<file path="src/rtl/regfile_2r1w_if.sv">
// Operand register-file bus: write port, two read ports and the bulk-clear handshake.
// Parameters: WIDTH (data bits), DEPTH (entries); address width AW = $clog2(DEPTH).
// Signals:
//   write, writenum, data_in  write request (master -> slave)
//   readnum_a, readnum_b      read addresses (master -> slave)
//   data_out_a, data_out_b    combinational read data (slave -> master)
//   clear_req                 start bulk clear (master -> slave)
//   clear_busy, write_drop    clear engine running / write discarded (slave -> master)
interface regfile_2r1w_if #(
  parameter int unsigned WIDTH = 16,
  parameter int unsigned DEPTH = 8
);
  localparam int unsigned AW = (DEPTH > 1) ? $clog2(DEPTH) : 1;

  logic             write;
  logic [AW-1:0]    writenum;
  logic [WIDTH-1:0] data_in;
  logic [AW-1:0]    readnum_a;
  logic [AW-1:0]    readnum_b;
  logic [WIDTH-1:0] data_out_a;
  logic [WIDTH-1:0] data_out_b;
  logic             clear_req;
  logic             clear_busy;
  logic             write_drop;

  modport master (
    output write, writenum, data_in, readnum_a, readnum_b, clear_req,
    input  data_out_a, data_out_b, clear_busy, write_drop
  );

  modport slave (
    input  write, writenum, data_in, readnum_a, readnum_b, clear_req,
    output data_out_a, data_out_b, clear_busy, write_drop
  );
endinterface

</file>
<file path="src/rtl/regfile_2r1w.sv">
// WIDTH x DEPTH datapath register file: one write port, two combinational read ports,
// and a sequenced bulk-clear engine that writes CLEAR_VAL into every entry, one per cycle.
// Ports: clk, rst_n (async active-low), bus (regfile_2r1w_if.slave).
// Optional feature: define REGFILE_BYPASS_EN for same-cycle write-to-read forwarding.
module regfile_2r1w #(
  parameter int unsigned      WIDTH     = 16,
  parameter int unsigned      DEPTH     = 8,
  parameter logic [WIDTH-1:0] CLEAR_VAL = '0
) (
  input logic            clk,
  input logic            rst_n,
  regfile_2r1w_if.slave  bus
);
  localparam int unsigned AW      = (DEPTH > 1) ? $clog2(DEPTH) : 1;
  localparam logic [AW:0] DEPTH_W = (AW+1)'(DEPTH);
  localparam logic [AW-1:0] LAST  = AW'(DEPTH - 1);

  typedef enum logic {
    IDLE  = 1'b0,
    CLEAR = 1'b1
  } state_e;

  state_e           state_q, state_d;
  logic [AW-1:0]    ptr_q, ptr_d;
  logic             clear_busy_q, clear_busy_d;
  logic             write_drop_q, write_drop_d;
  logic [WIDTH-1:0] mem_q [DEPTH];
  logic [WIDTH-1:0] mem_d [DEPTH];

  logic             wr_accept;
  logic [WIDTH-1:0] rd_a_c, rd_b_c;

  // Widened compares stay meaningful when DEPTH is not a power of two.
  assign wr_accept = bus.write && (state_q == IDLE) && ({1'b0, bus.writenum} < DEPTH_W);

  // Next state: host writes in IDLE, clear engine owns the write port in CLEAR.
  always_comb begin
    state_d      = state_q;
    ptr_d        = ptr_q;
    mem_d        = mem_q;
    write_drop_d = bus.write && !wr_accept;
    case (state_q)
      IDLE: begin
        if (wr_accept) mem_d[bus.writenum] = bus.data_in;
        if (bus.clear_req) begin
          state_d = CLEAR;
          ptr_d   = '0;
        end
      end
      CLEAR: begin
        mem_d[ptr_q] = CLEAR_VAL;
        if (ptr_q == LAST) begin
          state_d = IDLE;
          ptr_d   = '0;
        end else begin
          ptr_d = ptr_q + AW'(1);
        end
      end
      default: state_d = IDLE;
    endcase
    clear_busy_d = (state_d == CLEAR);
  end

  // State, pointer, status flags and storage.
  always_ff @(posedge clk or negedge rst_n) begin
    if (!rst_n) begin
      state_q      <= IDLE;
      ptr_q        <= '0;
      clear_busy_q <= 1'b0;
      write_drop_q <= 1'b0;
      for (int unsigned i = 0; i < DEPTH; i++) mem_q[i] <= '0;
    end else begin
      state_q      <= state_d;
      ptr_q        <= ptr_d;
      clear_busy_q <= clear_busy_d;
      write_drop_q <= write_drop_d;
      mem_q        <= mem_d;
    end
  end

  // Combinational read ports; out-of-range addresses read as zero.
  always_comb begin
    rd_a_c = '0;
    rd_b_c = '0;
    if ({1'b0, bus.readnum_a} < DEPTH_W) rd_a_c = mem_q[bus.readnum_a];
    if ({1'b0, bus.readnum_b} < DEPTH_W) rd_b_c = mem_q[bus.readnum_b];
`ifdef REGFILE_BYPASS_EN
    // Forward only host writes that will actually land this cycle.
    if (wr_accept && (bus.writenum == bus.readnum_a)) rd_a_c = bus.data_in;
    if (wr_accept && (bus.writenum == bus.readnum_b)) rd_b_c = bus.data_in;
`endif
  end

  assign bus.data_out_a = rd_a_c;
  assign bus.data_out_b = rd_b_c;
  assign bus.clear_busy = clear_busy_q;
  assign bus.write_drop = write_drop_q;
endmodule

</file>
<file path="src/flat_wrapper.sv">
// flat-port wrapper written by rule: the top's interface ports become plain ports
module regfile_2r1w_flat 
#(
  parameter int unsigned      WIDTH     = 16,
  parameter int unsigned      DEPTH     = 8,
  parameter logic [WIDTH-1:0] CLEAR_VAL = '0
)
  (clk, rst_n, bus_write, bus_writenum, bus_data_in, bus_readnum_a, bus_readnum_b, bus_clear_req, bus_data_out_a, bus_data_out_b, bus_clear_busy, bus_write_drop);
  regfile_2r1w_if #(.WIDTH(WIDTH), .DEPTH(DEPTH)) bus_i ();
  input logic clk;
  input logic rst_n;
  input wire logic [$bits(bus_i.write)-1:0] bus_write;
  input wire logic [$bits(bus_i.writenum)-1:0] bus_writenum;
  input wire logic [$bits(bus_i.data_in)-1:0] bus_data_in;
  input wire logic [$bits(bus_i.readnum_a)-1:0] bus_readnum_a;
  input wire logic [$bits(bus_i.readnum_b)-1:0] bus_readnum_b;
  input wire logic [$bits(bus_i.clear_req)-1:0] bus_clear_req;
  output wire logic [$bits(bus_i.data_out_a)-1:0] bus_data_out_a;
  output wire logic [$bits(bus_i.data_out_b)-1:0] bus_data_out_b;
  output wire logic [$bits(bus_i.clear_busy)-1:0] bus_clear_busy;
  output wire logic [$bits(bus_i.write_drop)-1:0] bus_write_drop;
  assign bus_i.write = bus_write;
  assign bus_i.writenum = bus_writenum;
  assign bus_i.data_in = bus_data_in;
  assign bus_i.readnum_a = bus_readnum_a;
  assign bus_i.readnum_b = bus_readnum_b;
  assign bus_i.clear_req = bus_clear_req;
  assign bus_data_out_a = bus_i.data_out_a;
  assign bus_data_out_b = bus_i.data_out_b;
  assign bus_clear_busy = bus_i.clear_busy;
  assign bus_write_drop = bus_i.write_drop;
  regfile_2r1w #(.WIDTH(WIDTH), .DEPTH(DEPTH), .CLEAR_VAL(CLEAR_VAL)) u_core (.clk(clk), .rst_n(rst_n), .bus(bus_i));
endmodule
</file>
<file path="config.mk">
export PLATFORM = sky130hd
export DESIGN_NAME = regfile_2r1w_flat
export DESIGN_NICKNAME = d
export VERILOG_FILES = /design/src/rtl/regfile_2r1w_if.sv /design/src/rtl/regfile_2r1w.sv /design/src/flat_wrapper.sv
export SDC_FILE = /design/constraint.sdc
export NUM_CORES = 1
export LEC_CHECK = 0
export BUFFER_PORTS_ARGS = -buffer_cell sky130_fd_sc_hd__buf_2
export CORE_UTILIZATION = 61
export DETAILED_ROUTE_END_ITERATION = 10
export PLACE_DENSITY = 0.88
export RECOVER_POWER = 25
export SLEW_MARGIN = 20
export SYNTH_ARGS = -nofsm -noshare
export SYNTH_HDL_FRONTEND = slang
export SYNTH_SLANG_ARGS = --single-unit
</file>
<file path="constraint.sdc">
create_clock -name clk -period 2 [get_ports clk]
set_clock_uncertainty 0.15 [all_clocks]
set_input_delay 0.3 -clock clk [delete_from_list [all_inputs] [get_ports clk]]
set_output_delay 0.3 -clock clk [all_outputs]
set_load 0.005 [all_outputs]
</file>
Word level (Yosys, flattened, before mapping). Cells that the tools add are included.

Register bits: 133. Bits in latches: 0. Memory bits (writable): 0. ROM bits: 0. Input port bits: 29. Output and inout bits: 34. Memories kept: 0.

Add/subtract/negate cells: 1. Multipliers: 0. Divide/modulo/power cells: 0. Order comparisons: 6. Equal/unequal tests: 3. Shift-type cells: 0. Multiplexer cells: 19. Bitwise operators: 7. Reductions and logical operators: 5.

Operator list (count): $pmux 128 s2 (1); $and 128x128->128 (1); $bwmux 128 (1); $mux 128 (1); $not 128->128 (1); $bmux 16 s3 (2); $demux 16 s3 (2); $mux 16 (6); $ge 4x4->1 const B (4); $not 3->4 (4); $lt 4x1->1 const B (2); $mux 3 (2); $pmux 3 s2 (1); $logic_and 1x1->1 (4); $add 3x1->3 const B (1); $eq 3x3->1 const B (1); $mux 1 (2); $ne 2x1->1 const B (1); $ne 2x2->1 const B (1); $pmux 1 s2 (1); $logic_not 1->1 (1); $not 1->1 (1).

Longest topological paths before layout. Gate-level depths: netlist of the first run.

Word-level depth: 8. Mapped depth: 6.

Least setup slack after synthesis of the first run. OpenSTA, ideal clock, no wires.

Path kind: input port to output port. Start: input bus_readnum_a[2]. End: output bus_data_out_a[12]. Arrival: 1.396 ns. Required time: 1.550 ns. Slack: 0.154 ns. Cell stages on the path: 4. Cell sequence: clkbuf_1 > clkbuf_1 > mux4_2 > mux2_2.

Longest elaborated chain between the ends: 4.

Ends and longest elaborated chain: start, declared (line flat_wrapper.sv:15) `input wire logic [$bits(bus_i.readnum_a)-1:0] bus_readnum_a;`; $not 3->4 (not written as such) (line regfile_2r1w.sv:85) `if ({1'b0, bus.readnum_a} < DEPTH_W) rd_a_c = mem_q[bus.readnum_a];`; $bmux 16 s3 (line regfile_2r1w.sv:85); $mux 16 (not written as such) (2 in a row) (line regfile_2r1w.sv:85); end, declared (line flat_wrapper.sv:18) `output wire logic [$bits(bus_i.data_out_a)-1:0] bus_data_out_a;`.

No other way between the ends. The select of a mux whose other input is x is not followed.

Worst setup path after layout of the first run.
Start: register u_core.mem_q[34] (netlist name). End: output bus_data_out_a[2].

Longest elaborated chain between the ends: 3.

Ends and longest elaborated chain: start, declared (line regfile_2r1w.sv:27) `logic [WIDTH-1:0] mem_q [DEPTH];`; start signal, assigned (line regfile_2r1w.sv:77) `mem_q <= mem_d;`; $bmux 16 s3 (line regfile_2r1w.sv:85); $mux 16 (not written as such) (2 in a row) (line regfile_2r1w.sv:85).

No other way between the ends. The select of a mux whose other input is x is not followed.

==> results.sh, run 1 <==
export IMPL_synthSimpleGateAreaFrac_pct=8.897
export IMPL_placed_cell_area_sq_um=8407
export IMPL_yosysSeqAreaShare_pct=43.03
export IMPL_synthFlopType="dfrtp_1"
export IMPL_post_route_period_util_pct=111.6
export IMPL_cellInternalPower_mw=7.905
export IMPL_cts_buffers=17
export IMPL_path_clk_slew_ps=50
export IMPL_synth_edff_count=0
export IMPL_overflow=0
export IMPL_diodes=0
export IMPL_synthAdderAreaFrac_pct=0.3235
export IMPL_fin_cells=874
export IMPL_critPathLaunch="u_core.mem_q[34]$_DFFE_PN0P_"
export IMPL_place_ws_ps=-145.4
export IMPL_rsz0062_at_grt="yes"
export IMPL_io_pins=63
export IMPL_setup_viol=32
export IMPL_hp_start="bus_data_in[13]"
export IMPL_drt_first_pass_iters=5
export IMPL_peakVddDrop_v=0.0007251
export IMPL_final_area_sq_um=9308
export IMPL_track_usage_pct=35.82
export IMPL_layout_common_cells="dfrtp_1 (133), nand2_1 (131), mux2i_1 (129)"
export IMPL_reg2reg_setup_slack_ps=150
export IMPL_maxCapViolations=0
export IMPL_drtIter0Drc=687
export IMPL_die_y_um=114.6
export IMPL_synth_fp_nets=616
export IMPL_p_clk_share_pct=23.7
export IMPL_maxSlewViolCount=0
export IMPL_num_nets_final=727
export IMPL_worst_slack_ps=-232.2
export IMPL_num_vias=5900
export IMPL_synth_top_area_cell="dfrtp_1"
export IMPL_whs_ps=106.4
export IMPL_totalWireLength_mm=22.28
export IMPL_endpoint_kind="output port"
export IMPL_clk_path_buf_depth=2
export IMPL_period_minus_slack_ps=2232
export IMPL_critPathMaxStageDelay_ps=500
export IMPL_vias_per_cell=6.751
export IMPL_synth_top_family_by_area="multiplexers"
export IMPL_swShare_pct=33.83
export IMPL_ys_warn_count=0
export IMPL_final_setup_tns_ps=-5152
export IMPL_power_density_nw_per_um2=1284
export IMPL_relSlewSlack_pct=9.804
export IMPL_die_w_um=114.6
export IMPL_critPathArrivalTime_ps=1780
export IMPL_cts_sinks=133
export IMPL_dp_final_hpwl_mm=13.00
export IMPL_grt_pass1_wl_mm=33.71
export IMPL_grt_max_degree=72
export IMPL_first_global_vias=6118
export IMPL_antenna_found_initial=0
export IMPL_p_total_mw=11.95
export IMPL_synth_compound_area_share_pct=0.1941
export IMPL_die_area_sq_um=13130
export IMPL_synthMuxAreaShare_pct=42.27
export IMPL_worst_setup_path_type="flip-flop to output port"
export IMPL_p_comb_share_pct=37.5
export IMPL_cts_htree_levels=4
export IMPL_hold_violations=0
export IMPL_power_switching_mw=4.041
export IMPL_synth_top_area_share_pct=43.03
export IMPL_reg2reg_depth=4
export IMPL_netlist_area_sq_um=7735
export IMPL_final_antenna_net_count=0
export IMPL_synthCells=585
export IMPL_io_buffers=62
export IMPL_clock_latency_ps=420
export IMPL_cp_slowest_cell="mux4_2"
export IMPL_leakagePower_nw=4.624
export IMPL_drive_gt1_share_pct=37.11
export IMPL_pwr_share_seq_pct=38.8
export IMPL_max_freq_mhz=448.0
export IMPL_synth_seq_cells=133
export IMPL_r2r_start="u_core.state_q$_DFF_PN0_"
export IMPL_async_flop_share_pct=100.0
export IMPL_worst_path_max_fanout=3
export IMPL_synthXorXnorAreaFrac_pct=0
export IMPL_place_inst=804
export IMPL_fin_util_pct=76.53
export IMPL_clockRootBuffer="clkbuf_16"
export IMPL_worstPathCellList="mux4_2, mux2_4, buf_6"
export IMPL_core_sq_um=12160
export IMPL_rows=40
export IMPL_worst_pin_slew_ps=1353
export IMPL_hold_depth=3
export IMPL_cp_start_kind="flip-flop"
export IMPL_areaGrowthSynthToFinish_pct=20.33
export IMPL_violations="setup timing"
export IMPL_final_common_cell="dfrtp_1"
export IMPL_status="finished with violations"
export IMPL_syn_area_per_cell_sq_um=13.22
export IMPL_ys_types=29
export IMPL_start_util_pct=63.60
export IMPL_gp_congestion=0.8174
export IMPL_drc=0
export IMPL_cts_tree="done"
export IMPL_hold_path_class="input port to flip-flop"
export IMPL_ys_top_cells_by_area="dfrtp_1 (43%), mux2i_1 (17%), mux4_1 (16%), nand2_1 (6.4%), mux4_2 (4.9%)"
export IMPL_crit_required_ps=1550
export IMPL_wl_per_cell_um=25.49
-- layout make-up --
class / instances / area [sq um]
clock buffers: 24 / 471.7
clock inverters: 5 / 52.55
fillers: 702 / 2854
inverters: 16 / 60.06
multi-input cells: 385 / 3929
flip-flops and latches: 133 / 3328
well taps: 168 / 210.2
repair buffers: 143 / 1256
-- critical path: cells and delay by family, from the launching register on --
| kind | cells | cell delay [ps] |
|---|---|---|
| multiplexers | 2 | 820 |
| flip-flops | 1 | 430 |
| buffers and inverters | 1 | 120 |
-- final timing paths --
check | to
max | bus_data_out_a[2]
min | u_core.mem_q[61]$_DFFE_PN0P_
max reg2reg | u_core.mem_q[104]$_DFFE_PN0P_
min reg2reg | u_core.mem_q[66]$_DFFE_PN0P_
max in group asynchronous | u_core.mem_q[64]$_DFFE_PN0P_
min in group asynchronous | u_core.mem_q[29]$_DFFE_PN0P_
-- sequential cells by signal, indices dropped and copies added (netlist names) --
name,count
u_core.mem_q,128
u_core.bus.write_drop,1
u_core.state_q,1
u_core.ptr_q,3
-- routing by layer --
layer	vias up	part of all wire [%]	wire length [um]	GRT usage, %
met5	-	0	0	0
met4	0	4.1	918	19.74
met3	97	9.5	2121	9.105
met2	449	51	11400	59.52
met1	3026	35	7838	43.02
li1	2328	-	-	-
-- synthesized netlist by cell type, types with 2 or more instances --
master / instances
nor3b_1: 2
dfrtp_1: 133
inv_1: 16
buf_2: 15
mux4_1: 47
buf_6: 17
mux2_2: 32
nand2b_1: 4
mux2i_1: 129
nand3b_1: 2
o21ai_0: 2
buf_1: 2
nor2_1: 2
nand4b_1: 3
clkbuf_1: 14
nand4bb_1: 3
buf_4: 3
nand2_1: 131
mux4_2: 17
ha_1: 2
-- logic make-up after synthesis --
| group | count (synthesis) |
|---|---|
| adders and majority gates | 2 |
| AOI/OAI and AO/OA | 3 |
| buffers and inverters | 67 |
| and+or+nand+nor | 155 |
| muxes | 225 |
| DFF | 133 |
-- timing repair --
action / 4_1_cts / 5_1_grt
setup endpoints to repair: 32 / 32
pin swaps: 0 / 0
hold buffers: 3 / 0
gates resized for setup: 80 / 10
setup buffers: 16 / 22
hold endpoints to repair: 66 / 0
-- power by group through the flow --
| stage | Clock, mW | Sequential (mW) | Combinational, mW |
|---|---|---|---|
| finish | 2.83 | 4.64 | 4.48 |
| detailed placement | 0 | 4.52 | 3.52 |
| global route | 2.97 | 4.69 | 4.73 |
| global placement | 0 | 4.37 | 3.31 |
| floorplan | 0 | 4.13 | 2.51 |
| CTS | 2.85 | 4.54 | 4.08 |
Note: power is estimated with default switching activity, not from simulation.
==> run 2, diff against run 1 <==
--- a/config.mk
+++ b/config.mk
@@ -10,6 +10,7 @@
 export DETAILED_ROUTE_END_ITERATION = 10
 export PLACE_DENSITY = 0.88
 export RECOVER_POWER = 25
+export SETUP_SLACK_MARGIN = 0.4
 export SLEW_MARGIN = 20
 export SYNTH_ARGS = -nofsm -noshare
 export SYNTH_HDL_FRONTEND = slang
==> run 2 against run 1 <==
The run still ends with setup timing left; non-clock buffer count down 14; global-route usage down 0.15 points; flip-flop and latch count unchanged; via count down 2.8%; combinational power up 11%; worst hold slack worse by 1.9 ps; sequential share of layout area down 1.1 points; first-iteration DRC count down 7.7%; count of clock-buffer cells in the layout down 2; core utilization up 2.5 points; highest routed layer unchanged; die area unchanged.
==> results.sh, run 2 (synthesized netlist as in run 1, its figures left out) <==
export IMPL_fin_cells=863
export IMPL_cts_tree="done"
export IMPL_hold_path_class="input port to flip-flop"
export IMPL_clockRootBuffer="clkbuf_16"
export IMPL_reg_top3="u_core.mem_q: 128 flops, u_core.ptr_q: 3 flops"
export IMPL_final_area_sq_um=9607
export IMPL_diodes=0
export IMPL_post_route_period_util_pct=111.5
export IMPL_critPathLaunch="u_core.mem_q[33]$_DFFE_PN0P_"
export IMPL_path_buf_inv=1
export IMPL_critPathArrivalTime_ps=1780
export IMPL_crit_required_ps=1550
export IMPL_place_inst=798
export IMPL_worst_pin_slew_ps=672.2
export IMPL_io_pins=63
export IMPL_relSlewSlack_pct=55.19
export IMPL_die_area_sq_um=13130
export IMPL_multi_input_area_sq_um=4108
export IMPL_cts_buffers=17
export IMPL_clock_latency_ps=410
export IMPL_largest_reg_flops=128
export IMPL_cp_slowest_cell="mux4_2"
export IMPL_drive_gt1_share_pct=41.58
export IMPL_peakVddDrop_v=0.001041
export IMPL_leakagePower_nw=4.692
export IMPL_maxSlewViolCount=0
export IMPL_worstPathCellList="mux4_2, mux2_4, buf_6"
export IMPL_clk_path_buf_depth=2
export IMPL_num_vias=5736
export IMPL_endpoint_kind="output port"
export IMPL_final_antenna_net_count=0
export IMPL_track_usage_pct=35.67
export IMPL_first_global_vias=6233
export IMPL_vias_per_cell=6.647
export IMPL_grt_pass1_wl_mm=33.82
export IMPL_num_nets_final=713
export IMPL_maxCapViolations=0
export IMPL_wl_per_cell_um=26.32
export IMPL_status="finished with violations"
export IMPL_regToRegEndpoint="u_core.mem_q[65]$_DFFE_PN0P_"
export IMPL_areaGrowthSynthToFinish_pct=24.20
export IMPL_final_common_cell="dfrtp_1"
export IMPL_drtIter0Drc=634
export IMPL_layout_common_cells="dfrtp_1 (129), mux2i_1 (118), nand2_1 (116)"
export IMPL_worst_slack_ps=-230.0
export IMPL_drc=0
export IMPL_drt_first_pass_iters=7
export IMPL_gp_congestion=0.8411
export IMPL_start_util_pct=63.60
export IMPL_antenna_found_initial=0
export IMPL_cp_start_kind="flip-flop"
export IMPL_endpoint="bus_data_out_b[1]"
export IMPL_power_density_nw_per_um2=1308
export IMPL_rsz0062_at_grt="yes"
export IMPL_cp_depth=3
export IMPL_grt_max_degree=43
export IMPL_io_buffers=62
export IMPL_fill_cells=682
export IMPL_reg2reg_depth=5
export IMPL_p_total_mw=12.56
export IMPL_worst_setup_path_type="flip-flop to output port"
export IMPL_worst_path_max_fanout=3
export IMPL_largest_register="u_core.mem_q"
export IMPL_final_setup_tns_ps=-5027
export IMPL_rows=40
export IMPL_placed_cell_area_sq_um=8387
export IMPL_totalWireLength_mm=22.72
export IMPL_setup_viol=32
export IMPL_die_y_um=114.6
export IMPL_cts_htree_levels=4
export IMPL_core_sq_um=12160
export IMPL_reg2reg_setup_slack_ps=300
export IMPL_overflow=0
export IMPL_critPathMaxStageDelay_ps=500
export IMPL_r2r_start="u_core.state_q$_DFF_PN0_"
export IMPL_fin_util_pct=78.99
export IMPL_violations="setup timing"
export IMPL_register_area_sq_um=3333
export IMPL_cpLargestDelayFamily="multiplexers"
export IMPL_dp_final_hpwl_mm=12.46
export IMPL_path_clk_slew_ps=60
export IMPL_cts_sinks=133
export IMPL_max_freq_mhz=448.4
export IMPL_hold_violations=0
export IMPL_die_w_um=114.6
export IMPL_period_minus_slack_ps=2230
[run 2: changes by cell type in the layout (fill, tap and decap cells not counted), moves of 6 or more]
cell / previous run / this run
mux2_2: 9 / 0
nand2_1: 131 / 116
nand2_2: 1 / 7
buf_6: 23 / 36
buf_4: 63 / 34
mux2i_1: 129 / 118
nand2_4: 0 / 9
mux2i_2: 0 / 11
buf_2: 38 / 31
mux2_4: 23 / 32
[run 2: area by class of cell]
class                      instances  share of cell area, %
sequential                       133                  34.70
timing repair buffer             129                  13.81
multi-input combinational        385                  42.76
clock buffer                      22                  4.832
tap                              168                  2.188
clock inverter                    10                  1.094
inverter                          16                 0.6252
[run 2: report_power, final]
part           internal (mW)  total (mW)  switching [mW]
combinational           2.71        4.96            2.25
clock                   1.89        3.05            1.16
sequential              3.68        4.56           0.877
total                   8.27        12.6            4.29
[run 2: worst reg2reg max path: stages (launching register included)]
cell and delay, ps:
dfrtp_2 460, buf_6 160, nand4b_1 130, buf_4 310
nand2_1 170, mux2i_2 220
[run 2: metal layers]
| layer | routed length [um] | vias up | global-route usage (%) |
|---|---|---|---|
| met2 | 11320 | 387 | 58.06 |
| li1 | - | 2299 | - |
| met3 | 2342 | 74 | 9.794 |
| met1 | 8304 | 2976 | 43.54 |
| met4 | 748 | 0 | 19.31 |
| met5 | 0 | - | 0 |
[run 2: worst min-delay path by stage]
stage | startpoint | cells after the start | end | slack [ps]
floorplan | rst_n | 0 | u_core.bus.write_drop$_DFF_PN0_ | -150
global placement | rst_n | 1 | u_core.mem_q[126]$_DFFE_PN0P_ | 100
detailed placement | rst_n | 1 | u_core.mem_q[126]$_DFFE_PN0P_ | 110
CTS | bus_data_in[0] | 3 | u_core.mem_q[112]$_DFFE_PN0P_ | 90
global route | bus_data_in[7] | 3 | u_core.mem_q[55]$_DFFE_PN0P_ | 110
finish | bus_data_in[0] | 3 | u_core.mem_q[112]$_DFFE_PN0P_ | 100
[run 2: timing repair]
item                       4_1_cts  5_1_grt
resized for setup               66       28
setup endpoints to repair       87      120
setup buffers                   10       16
pin swaps                        5        5
hold endpoints to repair        26        0
hold buffers                     3        0
gates cloned                     3        1
[run 2: through the flow]
step | hold slack (ps) | setup slack, ps
6_report | 104.5 | -230.0
3_5_place_dp | 106.8 | -62.90
4_1_cts | 87.48 | -184.1
5_1_grt | 107.7 | -232.1
3_3_place_gp | 98.03 | -49.35
2_1_floorplan | -145.6 | 256.7
